File: src/rtl/timer_uart_tx.sv
// Serialises a captured timer snapshot as "HH:MM:SS[!]\r\n" on an 8N1 UART line.
// The line is built from registered snapshot values, so input changes mid-message have no effect.
module timer_uart_tx #(
   parameter int CLKS_PER_BIT = 104
) (
   input  logic       clk,
   input  logic       reset_n,
   input  logic       send,
   input  logic [5:0] hours,
   input  logic [5:0] minutes,
   input  logic [5:0] seconds,
   input  logic       done,
   output logic       tx,
   output logic       busy
);

   localparam int CNT_W = (CLKS_PER_BIT > 1) ? $clog2(CLKS_PER_BIT) : 1;
   localparam logic [CNT_W-1:0] CNT_LAST = CNT_W'(CLKS_PER_BIT - 1);

   typedef enum logic [1:0] {
      S_IDLE,
      S_START,
      S_DATA,
      S_STOP
   } state_t;

   state_t           state_reg, state_next;
   logic [CNT_W-1:0] cnt_reg, cnt_next;
   logic [2:0]       bit_reg, bit_next;
   logic [3:0]       byte_reg, byte_next;
   logic [5:0]       hours_reg, hours_next;
   logic [5:0]       minutes_reg, minutes_next;
   logic [5:0]       seconds_reg, seconds_next;
   logic             done_reg, done_next;
   logic             tx_reg, tx_next;
   logic             busy_reg, busy_next;

   logic [2:0][5:0]  field_val;
   logic [2:0][7:0]  tens_ascii;
   logic [2:0][7:0]  ones_ascii;
   logic [7:0]       cur_byte;
   logic             last_byte;
   logic             bit_end;
   logic [2:0]       bit_inc;

   // Field order: [2] hours, [1] minutes, [0] seconds.
   assign field_val = {hours_reg, minutes_reg, seconds_reg};

   generate
      for (genvar gi = 0; gi < 3; gi++) begin : g_digit
         logic [5:0] tens;
         logic [5:0] ones;
         assign tens           = field_val[gi] / 6'd10;
         assign ones           = field_val[gi] % 6'd10;
         assign tens_ascii[gi] = 8'h30 + {2'b00, tens};
         assign ones_ascii[gi] = 8'h30 + {2'b00, ones};
      end
   endgenerate

   always_comb begin
      cur_byte = 8'h0A;
      case (byte_reg)
         4'd0:    cur_byte = tens_ascii[2];
         4'd1:    cur_byte = ones_ascii[2];
         4'd2:    cur_byte = 8'h3A;
         4'd3:    cur_byte = tens_ascii[1];
         4'd4:    cur_byte = ones_ascii[1];
         4'd5:    cur_byte = 8'h3A;
         4'd6:    cur_byte = tens_ascii[0];
         4'd7:    cur_byte = ones_ascii[0];
         4'd8:    cur_byte = done_reg ? 8'h21 : 8'h0D;
         4'd9:    cur_byte = done_reg ? 8'h0D : 8'h0A;
         default: cur_byte = 8'h0A;
      endcase
   end

   assign last_byte = (byte_reg == (done_reg ? 4'd10 : 4'd9));
   assign bit_end   = (cnt_reg == CNT_LAST);
   assign bit_inc   = bit_reg + 3'd1;

   // tx_next is the level of the bit that begins after this edge, so tx stays a pure register.
   always_comb begin
      state_next   = state_reg;
      cnt_next     = cnt_reg;
      bit_next     = bit_reg;
      byte_next    = byte_reg;
      hours_next   = hours_reg;
      minutes_next = minutes_reg;
      seconds_next = seconds_reg;
      done_next    = done_reg;
      tx_next      = tx_reg;
      busy_next    = busy_reg;

      case (state_reg)
         S_IDLE: begin
            tx_next   = 1'b1;
            busy_next = 1'b0;
            if (send) begin
               state_next   = S_START;
               cnt_next     = '0;
               bit_next     = 3'd0;
               byte_next    = 4'd0;
               hours_next   = hours;
               minutes_next = minutes;
               seconds_next = seconds;
               done_next    = done;
               tx_next      = 1'b0;
               busy_next    = 1'b1;
            end
         end
         S_START: begin
            if (bit_end) begin
               state_next = S_DATA;
               cnt_next   = '0;
               bit_next   = 3'd0;
               tx_next    = cur_byte[0];
            end else begin
               cnt_next = cnt_reg + CNT_W'(1);
            end
         end
         S_DATA: begin
            if (bit_end) begin
               cnt_next = '0;
               if (bit_reg == 3'd7) begin
                  state_next = S_STOP;
                  tx_next    = 1'b1;
               end else begin
                  bit_next = bit_inc;
                  tx_next  = cur_byte[bit_inc];
               end
            end else begin
               cnt_next = cnt_reg + CNT_W'(1);
            end
         end
         S_STOP: begin
            if (bit_end) begin
               cnt_next = '0;
               bit_next = 3'd0;
               if (last_byte) begin
                  state_next = S_IDLE;
                  byte_next  = 4'd0;
                  tx_next    = 1'b1;
                  busy_next  = 1'b0;
               end else begin
                  state_next = S_START;
                  byte_next  = byte_reg + 4'd1;
                  tx_next    = 1'b0;
               end
            end else begin
               cnt_next = cnt_reg + CNT_W'(1);
            end
         end
         default: begin
            state_next = S_IDLE;
            tx_next    = 1'b1;
            busy_next  = 1'b0;
         end
      endcase
   end

   always_ff @(posedge clk or negedge reset_n) begin
      if (!reset_n) begin
         state_reg   <= S_IDLE;
         cnt_reg     <= '0;
         bit_reg     <= 3'd0;
         byte_reg    <= 4'd0;
         hours_reg   <= 6'd0;
         minutes_reg <= 6'd0;
         seconds_reg <= 6'd0;
         done_reg    <= 1'b0;
         tx_reg      <= 1'b1;
         busy_reg    <= 1'b0;
      end else begin
         state_reg   <= state_next;
         cnt_reg     <= cnt_next;
         bit_reg     <= bit_next;
         byte_reg    <= byte_next;
         hours_reg   <= hours_next;
         minutes_reg <= minutes_next;
         seconds_reg <= seconds_next;
         done_reg    <= done_next;
         tx_reg      <= tx_next;
         busy_reg    <= busy_next;
      end
   end

   assign tx   = tx_reg;
   assign busy = busy_reg;

endmodule
File: config.mk
export PLATFORM = sky130hd
export DESIGN_NAME = timer_uart_tx
export DESIGN_NICKNAME = d
export VERILOG_FILES = /design/src/rtl/timer_uart_tx.sv
export SDC_FILE = /design/constraint.sdc
export NUM_CORES = 1
export LEC_CHECK = 0
export BUFFER_PORTS_ARGS = -buffer_cell sky130_fd_sc_hd__buf_2
export CAP_MARGIN = 20
export CORE_MARGIN = 3
export CORE_UTILIZATION = 55
export CTS_CLUSTER_DIAMETER = 100
export DETAILED_ROUTE_END_ITERATION = 10
export GPL_TIMING_DRIVEN = 0
export PLACE_DENSITY = 0.75
export SLEW_MARGIN = 0
export SYNTH_ARGS = -nofsm -noshare
export SYNTH_HDL_FRONTEND = slang
export SYNTH_SLANG_ARGS = --single-unit
File: constraint.sdc
create_clock -name clk -period 6 [get_ports clk]
set_input_delay 1.2 -clock clk [delete_from_list [all_inputs] [get_ports clk]]
set_output_delay 1.2 -clock clk [all_outputs]
set_load 0.05 [all_outputs]
After elaboration in Yosys (flattened, before gate mapping)

Cells that the tools add are included.

Add/sub/neg operators: 9
Div/mod/pow operators: 6
$lt $le $gt $ge: 1
Eq/ne operators: 23
Muxes and demuxes: 36
Reduce and logical (&&, ||, !) cells: 12

Operators with widths:

| operator                                                              | count |
|---|---|
| 7-bit case mux with 9 select lines                                    | 1 |
| 6-bit by 6-bit adder with 7-bit output, first input constant          | 6 |
| 6-bit by 4-bit divider with 6-bit output, second input constant       | 3 |
| 6-bit by 4-bit modulo with 6-bit output, second input constant        | 3 |
| 4-bit by 3-bit equality test with 1-bit output, second input constant | 4 |
| 3-bit 2-to-1 mux                                                      | 5 |
| 7-bit 2-to-1 mux                                                      | 2 |
| 2-bit != test, second input constant                                  | 7 |
| 7-bit case mux with 2 select lines                                    | 1 |
| 2-bit 2-to-1 mux                                                      | 6 |
| 4-bit 2-to-1 mux                                                      | 3 |
| 1-bit 2-to-1 mux                                                      | 11 |
| 3-bit case mux with 3 select lines                                    | 1 |
| 3-bit AND reduction                                                   | 3 |
| 4-bit by 2-bit equality test with 1-bit output, second input constant | 2 |
| 4-bit equality test, second input constant                            | 2 |
| 2-bit case mux with 4 select lines                                    | 1 |
| 4-bit case mux with 2 select lines                                    | 1 |
| 7-bit by 1-bit adder with 7-bit output, second input constant         | 1 |
| 7-bit equality test, second input constant                            | 1 |
| 6-bit 2-to-1 mux                                                      | 1 |
| 5-bit AND reduction                                                   | 1 |
| 4-bit by 1-bit adder with 4-bit output, second input constant         | 1 |
| 2-bit equality test, second input constant                            | 2 |
| other kinds (17)                                                      | 18 |

Bits in registers: 37
Input port bits: 22
Logic and storage cells: 97

Depth between registers and ports, before layout

Gate-level depths: netlist of run 1.

Word-level depth: 8
Depth in mapped cells: 19
Gate-level depth less buffers: 18

Worst setup path before layout of run 1

OpenSTA, ideal clock, no wires.

Path kind: reg-to-reg
Start: register seconds_reg[4]
End: register tx_reg, in the netlist tx
Setup time: 81 ps
Arrival time: 3134 ps
Required time: 5919 ps
Setup slack: 2784 ps
Cell stages (with the launch flop): 20
Period minus slack after synthesis: 3216 ps
Cell sequence: dfrtp_1 > buf_2 > inv_1 > ha_1 > clkbuf_1 > a211o_1 > a31o_2 > inv_1 > ha_1 > nand2_1 > nand4_1 > o21ai_0 > a31oi_1 > ha_1 > nand2b_1 > a211oi_2 > nand4_1 > nand2_1 > a32oi_1 > o211ai_1

Cells in the longest elaborated chain, start to end: 8
Elaborated cells on any way between the ends: 11
Classes of those cells: add/sub (2); div (2); mux (7)

Ends and longest elaborated chain:

| what                                                                                                       | RTL line | text |
|---|---|---|
| start: declaration                                                                                         | 33       | `logic [5:0] seconds_reg, seconds_next;` |
| start signal: assignment                                                                                   | 180      | `seconds_reg <= seconds_next;` |
| 6-bit by 4-bit modulo with 6-bit output / 6-bit by 4-bit divider with 6-bit output (equally long branches) | 54, 53   |  |
| 6-bit by 6-bit adder with 7-bit output, on equally long branches                                           | 56, 55   |  |
| 7-bit case mux with 9 select lines (*)                                                                     | 62       | `case (byte_reg)` |
| 1-bit binary-select mux with 3-bit select                                                                  | 129      | `tx_next = cur_byte[bit_inc];` |
| 1-bit 2-to-1 mux (implied by the code)                                                                     | 129      |  |
| 1-bit 2-to-1 mux                                                                                           | 124      | `if (bit_reg == 3'd7) begin` |
| 1-bit 2-to-1 mux                                                                                           | 122      | `if (bit_end) begin` |
| 1-bit case mux with 4 select lines (*)                                                                     | 94       | `case (state_reg)` |
| end signal: assignment                                                                                     | 182      | `tx_reg <= tx_next;` |
| end: declaration                                                                                           | 35       | `logic tx_reg, tx_next;` |

Mark *: on every way between the ends. The rest lies on a longest branch, timed or not. The select of a mux whose other input is x is not followed.
A chain may end at the register's enable or synchronous reset.

Worst setup path after layout of run 1

Same ends and word-level chain as after synthesis.

==> results of run 1 <==
## synth_stat cells, drive strengths merged, types with 4 or more instances
master	count	area [um2]
o31ai	4	35.0
nor2b	11	68.8
mux2	21	236
nand3	10	55.1
nor3	6	30.0
a22o	5	43.8
o21ai	38	190
a31oi	4	25.0
a211o	4	35.0
inv	24	90.1
nor2	28	105
o221ai	4	35.0
xnor2	4	35.0
o211ai	4	30.0
ha	21	263
dfrtp	36	901
a211oi	8	70.1
nand4	4	25.0
clkbuf	14	52.6
nand2	29	109
nand2b	13	81.3
a21oi	27	143
mux2i	5	50.1
buf	12	67.6
## metrics by stage
step / instances / hold WS [ns]
2_1_floorplan: 403 / 0.474
3_3_place_gp: 498 / 0.501
3_5_place_dp: 498 / 0.497
4_1_cts: 506 / 0.513
5_1_grt: 506 / 0.532
6_report: 506 / 0.514
## final cells by class
type                       instances  area (um2)  area share [%]
clock buffer                       7        86.3            2.36
timing repair buffer              23         115            3.15
multi-input combinational        316        2200            60.1
clock inverter                     1        30.0           0.821
sequential                        37         927            25.3
inverter                          24        90.1            2.46
buffer                            26         120            3.28
tap                               72        90.1            2.46
## metal layers
layer / vias up / wire length (um) / track usage (%)
li1: 1543 / - / -
met1: 1485 / 3700 / 31.7
met2: 66 / 3550 / 35.8
met3: 10 / 282 / 2.37
met4: 0 / 133 / 5.99
met5: - / 0 / 0
## power breakdown
group          switching (uW)  internal, uW  total [uW]
Sequential                  0           249         249
Clock                    86.5           136         222
Combinational            6.63          4.86        11.5
Total                    93.1           390         483
## logic make-up after synthesis
kind of cell	after synthesis	share of synthesized area, %
compound gates	132	26.8
mux	26	8.58
simple gates	131	21.1
flops	37	27.8
fa+ha+maj	21	7.87
xor+xnor	6	1.57
buf+inv	50	6.30
## worst min-delay path by stage
stage / from / endpoint / slack (ns) / cells past startpoint
final: seconds_reg[0]$_DFFE_PN0P_ / seconds_reg[0]$_DFFE_PN0P_ / 0.51 / 1
after global routing: seconds_reg[0]$_DFFE_PN0P_ / seconds_reg[0]$_DFFE_PN0P_ / 0.53 / 1
after CTS: seconds_reg[0]$_DFFE_PN0P_ / seconds_reg[0]$_DFFE_PN0P_ / 0.51 / 1
after detailed placement: seconds_reg[0]$_DFFE_PN0P_ / seconds_reg[0]$_DFFE_PN0P_ / 0.50 / 1
after global placement: hours_reg[0]$_DFFE_PN0P_ / hours_reg[0]$_DFFE_PN0P_ / 0.50 / 1
after floorplan: minutes_reg[0]$_DFFE_PN0P_ / minutes_reg[0]$_DFFE_PN0P_ / 0.47 / 1
==> results summary, run 1 <==
The most critical setup path has its endpoint at tx$_DFFE_PN1P_. The placed wire-length estimate came out at approximately 5700 um. Entering global routing, the biggest net connects 38 pins. Adding up every negative setup slack in the final design gives 0 ns. The first-pass iteration count of the detailed router is 4. The count of fill cells added during filler insertion is 497. The final cycle utilization of the critical path came out at about three fifths.

The required time reported for the critical path endpoint came out at just over 6 ns. The global routing usage summed across all routing layers is roughly 22%. The setup violation total in the final timing report is 0.

The via count of the first global-routing pass came to 2841. The worst setup timing slack at the placement stage is ~2.4 ns. The number of DRC violations after detailed routing is 0. The number of core rows came out at 27. The post-route total power came out at between 400 and 500 uW. The flow ran to the end, and the final reports show no timing, DRC or antenna violations. The total wire length came out at ~7700 um. The min-delay analysis places its worst path in the category flop to flop.

The final critical-path required period is roughly 3.6 ns. The initial detailed-routing violation count is roughly 220. In the synthesized netlist the async set-or-reset flop fraction comes to between 90% and 100%. The register with the most flip-flops in the layout has 7 of them.

The count of pins on the block boundary came out at 24. The instance area after placement came out at around 0.0035 mm2. Once detail routing completed, the nets flagged for antenna violations numbered 0. The final-report hold violation count is 0. Data on the critical path arrives at its endpoint at 3.84 ns.

The critical path in this run is classified as flop to flop. The analysis attributes to cell leakage a power of ~0.0015 uW. TritonCTS built the clock tree.

The growth of design area from synthesis to finish came out at 9.63%. The startpoint of the lowest-slack register-to-register path is seconds_reg[4]$_DFFE_PN0P_. The total number of yosys warnings came out at 0. The die outline area is 0.00704 mm2. The post-cts gate resize count came out at 0. Among all flip-flop cells after synthesis, the most frequent one is dfrtp_1. Dividing total power by cell area gives a power density of ~130 mW/mm2. On the critical path, the stage with the largest delay is an instance of a211o_1. The mean cell area of the mapped netlist is roughly 8.3 um2. For this run, the top clock speed supported by timing is roughly 0.28 GHz. The worst path meets setup with roughly 2.4 ns of slack. The total number of cells along the worst setup path is 19. The initial antenna violation count is 0.

The routability congestion estimate came out at about 1.0. After technology mapping, the gate count stands at a little over 400. The number of antenna cells inserted came out at 0. Measured along the y axis, the die boundary spans 83.9 um.

The net count reported at finish came out at approximately 480. The total via count after detailed routing is around 3100. The wire length of the first global-routing pass came out at roughly 13000 um.

Clock tree synthesis selected as its root buffer the cell clkbuf_8. The share of cells above drive strength 1 is about 17%. The stage delay of the slowest cell on the critical path is 0.34 ns. The clock slew seen by the registers of the worst setup and hold paths is around 0.070 ns. Setup repair after global routing left no endpoint under its margin. The synthesized netlist net count is 446. Using the TritonRoute via totals, the vias-per-cell ratio works out to ~6.1. In this run the tightest slew margin relative to its limit is about 46%. The die is ~84 um wide. The number of buffers inserted during clock tree synthesis is 5. During placement, the flow inserted port buffers numbering 23. The later pin in the worst-skew pair is clocked with a latency of about 0.29 ns.

The count of unique library cells instantiated by Yosys is 71. The average detailed-routed wire length per instance is roughly 15 um. After floorplanning, the core was sized to cover 0.00568 mm2.

The sequential-to-total area share from yosys stat is 27.8%. The most frequent cell on the critical path is ha_1. Across the run, the number of max-cap violations was 0.

The worst setup path is captured at a flop. The post-synthesis instance area is between 0.003 and 0.004 mm2. The sort of element at the start of the critical path is a flop.

The transition at the pin with the smallest max-transition slack came out at 0.809 ns. The maximum buffer depth of the clock tree is 2. The synthesized design contains 37 register bits. The number of hold buffers added after CTS is 0. VDD sags by at most 120 uV.

Walking the worst path, the cells encountered are buf_2 -> inv_1 -> ha_1 -> clkbuf_1 -> a211o_1 -> a31o_2 -> inv_1 -> ha_1 -> nand2_1 -> nand4_1 -> o21ai_0 -> a31oi_1 -> ha_1 -> nand2b_1 -> a211oi_2 -> nand4_1 -> nand2_1 -> a32oi_1 -> o211ai_1. The share of the core filled with cells came out at between 60% and 70%. The worst path buffer plus inverter count came out at 4. The number of buffers inserted by post-CTS setup repair came out at 0.

Broken down by cell family, the worst path's largest delay share belongs to compound AO/OA/AOI/OAI gates. CTS built an H-tree with a depth of 2. Of all nets on the critical path, the largest fanout is 10. The library cell used most frequently in the layout, excluding fill and tap cells, is dfrtp_1.

In this run the critical register-to-register path is captured at tx$_DFFE_PN1P_. The total clock sinks is 37. The number of max-slew violations in the final report came to 0. Measured in cells, the most critical reg-to-reg path has a length of 19.

The synthesized design contains 0 enable-type register cells. The setup slack of the most critical reg-to-reg path is 2.37 ns. The timing startpoint of the critical path is seconds_reg[4]$_DFFE_PN0P_. The total overflow left after global routing is 0. For the final database, setup skew stands at about 0.0048 ns.

The top cell types in the final layout, fill and taps aside, are dfrtp_1, o21ai_0, buf_2, nand2_1, nor2_1. The initial cell density of the core came out at about three fifths. The final non-filler cell area is roughly 0.0037 mm2.
Note: power is estimated with default switching activity, not from simulation.
==> run 2: changes to the inputs <==
- PLACE_DENSITY: 0.75 -> 0.78
- clock period: 6 -> 3.2 ns (I/O delays scaled with it)
==> results summary, run 2 (synthesized netlist as in run 1, its figures left out) <==
The share of cells above drive strength 1 was 23.1% (+5.8 points). The global routing usage summed across all routing layers is 23.3% (+1.1 points). The die width came out at 83.9 um (unchanged).

The net count reported at finish is 484 (+1.7%). The number of max-slew violations in the final report came out at 0 (unchanged). The peak supply drop is 178 uV (+48%). The maximum number of pins on one net before global-route repair is 38 (unchanged). The average detailed-routed wire length per instance is 15.9 um (+5.0%). The total via count after detailed routing came out at 3216 (+3.6%). Among all stages on the critical path, the largest delay is contributed by dfrtp_1.

The post-layout instance count excluding filler cells came out at 514 (+1.6%). The count of fill cells added during filler insertion came out at 466 (-6.2%). The worst setup slack after layout is 0.0197 ns (-2.35 ns). The final non-filler cell area is 0.00385 mm2 (+5.3%). The critical path in this run is classified as flop to flop. The worst path buffer plus inverter count came out at 3 (-1). The number of levels in the clock H-tree is 2 (unchanged). Setup repair after global routing could not meet its margin everywhere. The peak fanout along the critical path is 8 (-2). The worst setup skew after layout is 0.00474 ns (-0.0000251 ns).

The first-pass iteration count of the detailed router is 5 (+1). The total wire length was 8180 um (+6.7%). The power density relative to cell area came out at 235 mW/mm2 (+78%). The worst setup timing slack at the placement stage is -0.371 ns (-2.81 ns). The CTS tree is done. The clock slew seen by the registers of the worst setup and hold paths is 0.07 ns (about the same). The number of hold buffers added after CTS is 0 (unchanged).

The worst slew slack as a fraction of its limit is 45.3% (-0.77 points). The maximum clock rate is 0.314 GHz (+14%). The routability congestion estimate came out at 0.959 (-4.9%).

Walking the worst path, the cells encountered are buf_6 -> inv_6 -> ha_4 -> a211o_1 -> a31o_4 -> inv_4 -> ha_4 -> nand2_1 -> nand4_1 -> o21ai_1 -> a31oi_1 -> ha_1 -> nand2b_4 -> a211oi_4 -> nand4_1 -> nand2_2 -> a32oi_2 -> o211ai_1. The final-report hold violation count is 0 (unchanged). In this run the worst hold path is classified as input pin to asynchronous set/reset pin. The die outline area is 0.00704 mm2 (unchanged). The post-route total power is 906 uW (+88%). The remaining global-route overflow came to 0 (unchanged). The transition at the pin with the smallest max-transition slack is 0.820 ns (+0.0116 ns).

The worst setup path is launched from a flop. The number of port buffers came out at 23 (unchanged). The max-capacitance violation count is 0 (unchanged). The initial antenna violation count was 0 (unchanged). The via count of the first global-routing pass came out at 3048 (+7.3%). The setup violation total in the final timing report came out at 0 (unchanged). The total clock sinks is 37 (unchanged). The cell count after placement is 498 (unchanged). Leaving out fill and tap cells, the most frequent cells in the layout are dfrtp_1, o21ai_0, buf_2, nand2_1, nor2_1.

The final critical-path required period is 3.18 ns (-0.445 ns). The required time reported for the critical path endpoint came out at 3.41 ns (-2.80 ns). The die span in y came to 83.9 um (unchanged). Compared with the post-synthesis result, the final layout area differs by 15.4%. The flow ran to the end, and the final reports show no timing, DRC or antenna violations. The type of destination of the critical path is a flop.

The initial cell density of the core came out at 58.8% (unchanged). The cell at the root of the clock tree is clkbuf_8. The initial detailed-routing violation count is 268 (+20%). The number of antenna-violating nets in the routed design came to 0 (unchanged). The stage delay of the slowest cell on the critical path is 0.37 ns (+0.03 ns). On the critical path the largest part of the delay comes from compound AO/OA/AOI/OAI gates. The count of pins on the block boundary was 24 (unchanged).

The latest clock arrival within the worst-skew pair came to 0.29 ns (about the same). The area of the core is 0.00568 mm2 (unchanged). The placed wire-length estimate is 5840 um (+1.9%). The post-detailed-route via-to-cell ratio came out at 6.26 (+2.0%). The number of DRC violations after detailed routing is 0 (unchanged). The final cycle utilization of the critical path came out at 99.4% (+39 points). The number of core rows came out at 27 (unchanged).

The most common library cell in the layout ignoring fill and taps is dfrtp_1. The number of antenna cells inserted came out at 0 (unchanged). The maximum buffer depth of the clock tree is 2 (unchanged). The number of buffers inserted during clock tree synthesis is 5 (unchanged). The instance area after placement came to 0.00354 mm2 (about the same). The leakage power was 0.00162 uW (+4.6%). The number of flip-flops in the largest register came out at 7 (unchanged). The critical path arrival is 3.39 ns (-0.45 ns). The wire length of the first global-routing pass is 13800 um (+4.6%).
[run 2: changes by cell type in the layout (fill, tap and decap cells not counted), moves of 2 or more]
| cell | before | now |
|---|---|---|
| o21ai_1 | 5 | 7 |
| inv_1 | 23 | 21 |
| ha_1 | 21 | 18 |
| a211oi_1 | 6 | 3 |
| ha_4 | 0 | 3 |
| a211oi_2 | 2 | 4 |
| clkbuf_2 | 0 | 2 |
| o21ai_0 | 33 | 31 |
| dfrtp_2 | 0 | 2 |
| buf_4 | 4 | 13 |
| dfrtp_1 | 36 | 34 |
| clkbuf_1 | 15 | 12 |
[run 2: power breakdown]
part | switching [uW] | internal [uW] | total, uW
sequential | 0 | 467 | 467
combinational | 12.5 | 9.10 | 21.6
clock | 163 | 254 | 417
[run 2: cell type report]
class | count | area (um2) | area share (%)
Multi-Input combinational cell | 316 | 2310 | 60.0
Sequential cell | 37 | 930 | 24.1
Timing Repair Buffer | 32 | 183 | 4.74
Buffer | 25 | 125 | 3.25
Inverter | 24 | 97.6 | 2.53
Tap cell | 72 | 90.1 | 2.34
Clock buffer | 7 | 86.3 | 2.24
Clock inverter | 1 | 30.0 | 0.779
[run 2: worst paths after layout]
| path | startpoint | endpoint | slack, ns | cells past startpoint |
|---|---|---|---|---|
| worst max-delay path | seconds_reg[4]$_DFFE_PN0P_ | tx$_DFFE_PN1P_ | 0.02 | 18 |
| worst min-delay path | reset_n | hours_reg[4]$_DFFE_PN0P_ | 0.45 | 1 |
| worst max register to register | seconds_reg[4]$_DFFE_PN0P_ | tx$_DFFE_PN1P_ | 0.02 | 18 |
| worst min register to register | minutes_reg[0]$_DFFE_PN0P_ | minutes_reg[0]$_DFFE_PN0P_ | 0.51 | 1 |
| max in group asynchronous | reset_n | seconds_reg[3]$_DFFE_PN0P_ | 2.18 | 1 |
| min in group clk | minutes_reg[0]$_DFFE_PN0P_ | minutes_reg[0]$_DFFE_PN0P_ | 0.51 | 1 |
[run 2: routing by layer]
| layer | vias to the layer above | wire length (um) | GRT usage [%] |
|---|---|---|---|
| li1 | 1556 | - | - |
| met1 | 1553 | 3690 | 30.1 |
| met2 | 94 | 4010 | 40.3 |
| met3 | 13 | 368 | 3.95 |
| met4 | 0 | 106 | 5.99 |
| met5 | - | 0 | 0 |
[run 2: per-stage QoR]
stage	setup TNS, ns	utilization [%]	hold slack [ns]
floorplan	0	-	0.344
CTS	0	65.6	0.474
detailed placement	-0.371	62.5	0.496
global route	-0.190	67.9	0.511
finish	0	67.9	0.445
global placement	-0.315	62.5	0.493
[run 2: timing repair]
action                     in CTS  in global routing
setup endpoints to repair       1                  1
setup buffers                   2                  7
cloned                          0                  0
gates resized for setup        12                 20
pin swaps                       7                 11
==> run 3: changes to the inputs <==
- CAP_MARGIN: 20 -> not set
- CORE_ASPECT_RATIO: not set -> 0.6
==> results summary, run 3 (synthesized netlist as in run 1, its figures left out) <==
The transition at the pin with the smallest max-transition slack was 0.878 ns (+0.0574 ns). The number of flip-flops in the largest register came out at 7 (unchanged). The worst slew slack as a fraction of its limit is 41.5% (-3.8 points). The number of hold buffers added after CTS came out at 0 (unchanged). The number of port buffers is 23 (unchanged).

The post-layout instance count excluding filler cells came out at 522 (+1.6%). The number of buffers inserted during clock tree synthesis is 5 (unchanged). The leakage power is 0.00163 uW (+0.59%).

The maximum buffer depth of the clock tree is 2 (unchanged). In this run the critical register-to-register path is launched from byte_reg[1]$_DFFE_PN0P_. The flow ran to the end, and the final reports show no timing, DRC or antenna violations. The global routing usage summed across all routing layers is 26.0% (+2.7 points).

The first-pass iteration count of the detailed router came out at 5 (unchanged). The peak fanout along the critical path came out at 8 (unchanged). The routability congestion estimate came to 0.932 (-2.8%). The setup TNS is 0 ns (unchanged).

The max-capacitance violation count is 0 (unchanged). The worst setup skew after layout came out at 0.00431 ns (-0.000432 ns). The die width came out at 107 um (+27%). The die span in y came out at 66.3 um (-21%).

The initial antenna violation count came to 0 (unchanged). The number of cells on the worst reg-to-reg path came to 14 (-4). The number of max-slew violations in the final report came out at 0 (unchanged). From synthesis to final layout, the design area changed by 16.2%. The latest clock arrival within the worst-skew pair is 0.30 ns (about the same). The share of cells above drive strength 1 is 23.3% (+0.23 points). The total via count after detailed routing is 3315 (+3.1%). The number of antenna-violating nets in the routed design came out at 0 (unchanged). STA classifies the critical path endpoint as a flop. The endpoint identified for the worst register-to-register timing path is tx$_DFFE_PN1P_. The maximum clock rate is 0.313 GHz (-0.31%).

The final cycle utilization of the critical path came to 99.7% (+0.30 points). The final-report hold violation count is 0 (unchanged). The sort of element at the start of the critical path is a flop. The maximum number of pins on one net before global-route repair came out at 38 (unchanged). The post-route total power is 999 uW (+10%).

The initial cell density of the core came out at 58.3% (-0.54 points). The number of levels in the clock H-tree is 2 (unchanged). The most common library cell in the layout ignoring fill and taps is dfrtp_1.

The setup slack of the most critical reg-to-reg path is 0.01 ns (about the same). The final critical-path required period is 3.19 ns (+0.00974 ns). The count of fill cells added during filler insertion is 468 (+0.43%).

The total clock sinks is 37 (unchanged). The path type of the worst min-delay path is input pin to asynchronous set/reset pin. In this run the clock root is driven by a clkbuf_8. The remaining global-route overflow came out at 0 (unchanged).

The number of DRC violations after detailed routing is 0 (unchanged). The critical setup path kind is flop to flop. The top cell types in the final layout, fill and taps aside, are dfrtp_1, o21ai_0, buf_2, nor2_1, nand2_1.

The average detailed-routed wire length per instance was 17.2 um (+8.4%). Setup repair after global routing could not meet its margin everywhere. The number of antenna cells inserted came out at 0 (unchanged). The via count of the first global-routing pass is 2978 (-2.3%). The net count reported at finish was 484 (unchanged). The area of the core is 0.00573 mm2 (+0.93%). The critical path arrival came out at 3.42 ns (+0.03 ns). The worst slack on hold paths came out at 0.449 ns (+0.00320 ns). The CTS tree is done. The total wire length came to 9000 um (+10%).

The initial detailed-routing violation count came out at 325 (+21%). The count of pins on the block boundary came out at 24 (unchanged). The wire length of the first global-routing pass is 14700 um (+6.7%).

The die outline area came out at 0.00707 mm2 (+0.44%). The number of core rows came to 21 (-22%). The required time reported for the critical path endpoint is 3.43 ns (+0.02 ns). The peak supply drop came to 191 uV (+7.1%).

The cell count after placement is 506 (+1.6%). The power density relative to cell area is 257 mW/mm2 (+9.5%). The setup violation total in the final timing report came out at 0 (unchanged).

The post-detailed-route via-to-cell ratio came out at 6.35 (+1.5%). The placed wire-length estimate came out at 6460 um (+11%). The clock slew seen by the registers of the worst setup and hold paths came out at 0.09 ns (+0.02 ns).
==> run 3: worst max-delay path, stage by stage, from the launching register on <==
cell and delay (ns):
dfrtp_1 0.45, ha_1 0.18, clkbuf_1 0.32, inv_1 0.10, nor3b_1 0.38, nand4_1 0.17
o21ai_1 0.19, a31oi_1 0.06, ha_1 0.30, nand2b_4 0.15, a211oi_4 0.27, nand4_1 0.14
nand2_2 0.12, a32oi_1 0.09, o211ai_1 0.18
==> run 3: timing repair <==
item | 4_1_cts | 5_1_grt
endpoints found under the setup margin | 1 | 1
buffers inserted | 2 | 7
endpoints found under the hold margin | 0 | 0
pin swaps | 7 | 10
gates resized for setup | 14 | 19
==> run 3: power breakdown <==
group	internal, uW	total, uW	switching [uW]
clock	314	509	195
combinational	9.12	22.4	13.3
sequential	467	467	0
==> run 3: worst max-delay path by stage <==
stage,from,to,slack (ns),depth (start not counted)
after global routing,seconds_reg[4]$_DFFE_PN0P_,tx$_DFFE_PN1P_,-0.21,18
after CTS,seconds_reg[4]$_DFFE_PN0P_,tx$_DFFE_PN1P_,0.002,19
after detailed placement,seconds_reg[4]$_DFFE_PN0P_,tx$_DFFE_PN1P_,-0.39,19
after global placement,seconds_reg[4]$_DFFE_PN0P_,tx$_DFFE_PN1P_,-0.30,19
after floorplan,seconds_reg[4]$_DFFE_PN0P_,tx$_DFFE_PN1P_,0.01,19
final,byte_reg[1]$_DFFE_PN0P_,tx$_DFFE_PN1P_,0.01,14
==> run 3: metrics by stage <==
step | instance area, um2 | setup slack [ns] | util, %
3_3_place_gp | 3550 | -0.298 | 62.1
5_1_grt | 3880 | -0.210 | 67.7
6_report | 3880 | 0.00991 | 67.7
3_5_place_dp | 3550 | -0.392 | 62.1
2_1_floorplan | 3340 | 0.0121 | -
4_1_cts | 3770 | 0.00217 | 65.7
==> run 3: final cells by class <==
| class | instances | area [um2] | share of cell area (%) |
|---|---|---|---|
| plain buffers | 25 | 125 | 3.23 |
| repair buffers | 32 | 183 | 4.71 |
| well taps | 80 | 100 | 2.58 |
| inverters | 24 | 97.6 | 2.52 |
| clock buffers | 5 | 68.8 | 1.77 |
| flip-flops and latches | 37 | 930 | 24.0 |
| multi-input cells | 316 | 2310 | 59.5 |
| clock inverters | 3 | 68.8 | 1.77 |
==> run 3: per-layer routing <==
layer  up-vias  GRT usage (%)  share of wire (%)
li1       1557              -                  -
met1      1594           38.9                 47
met2       148           37.4                 43
met3        16           6.54                8.4
met4         0           5.74                1.2
met5         -              0                  0
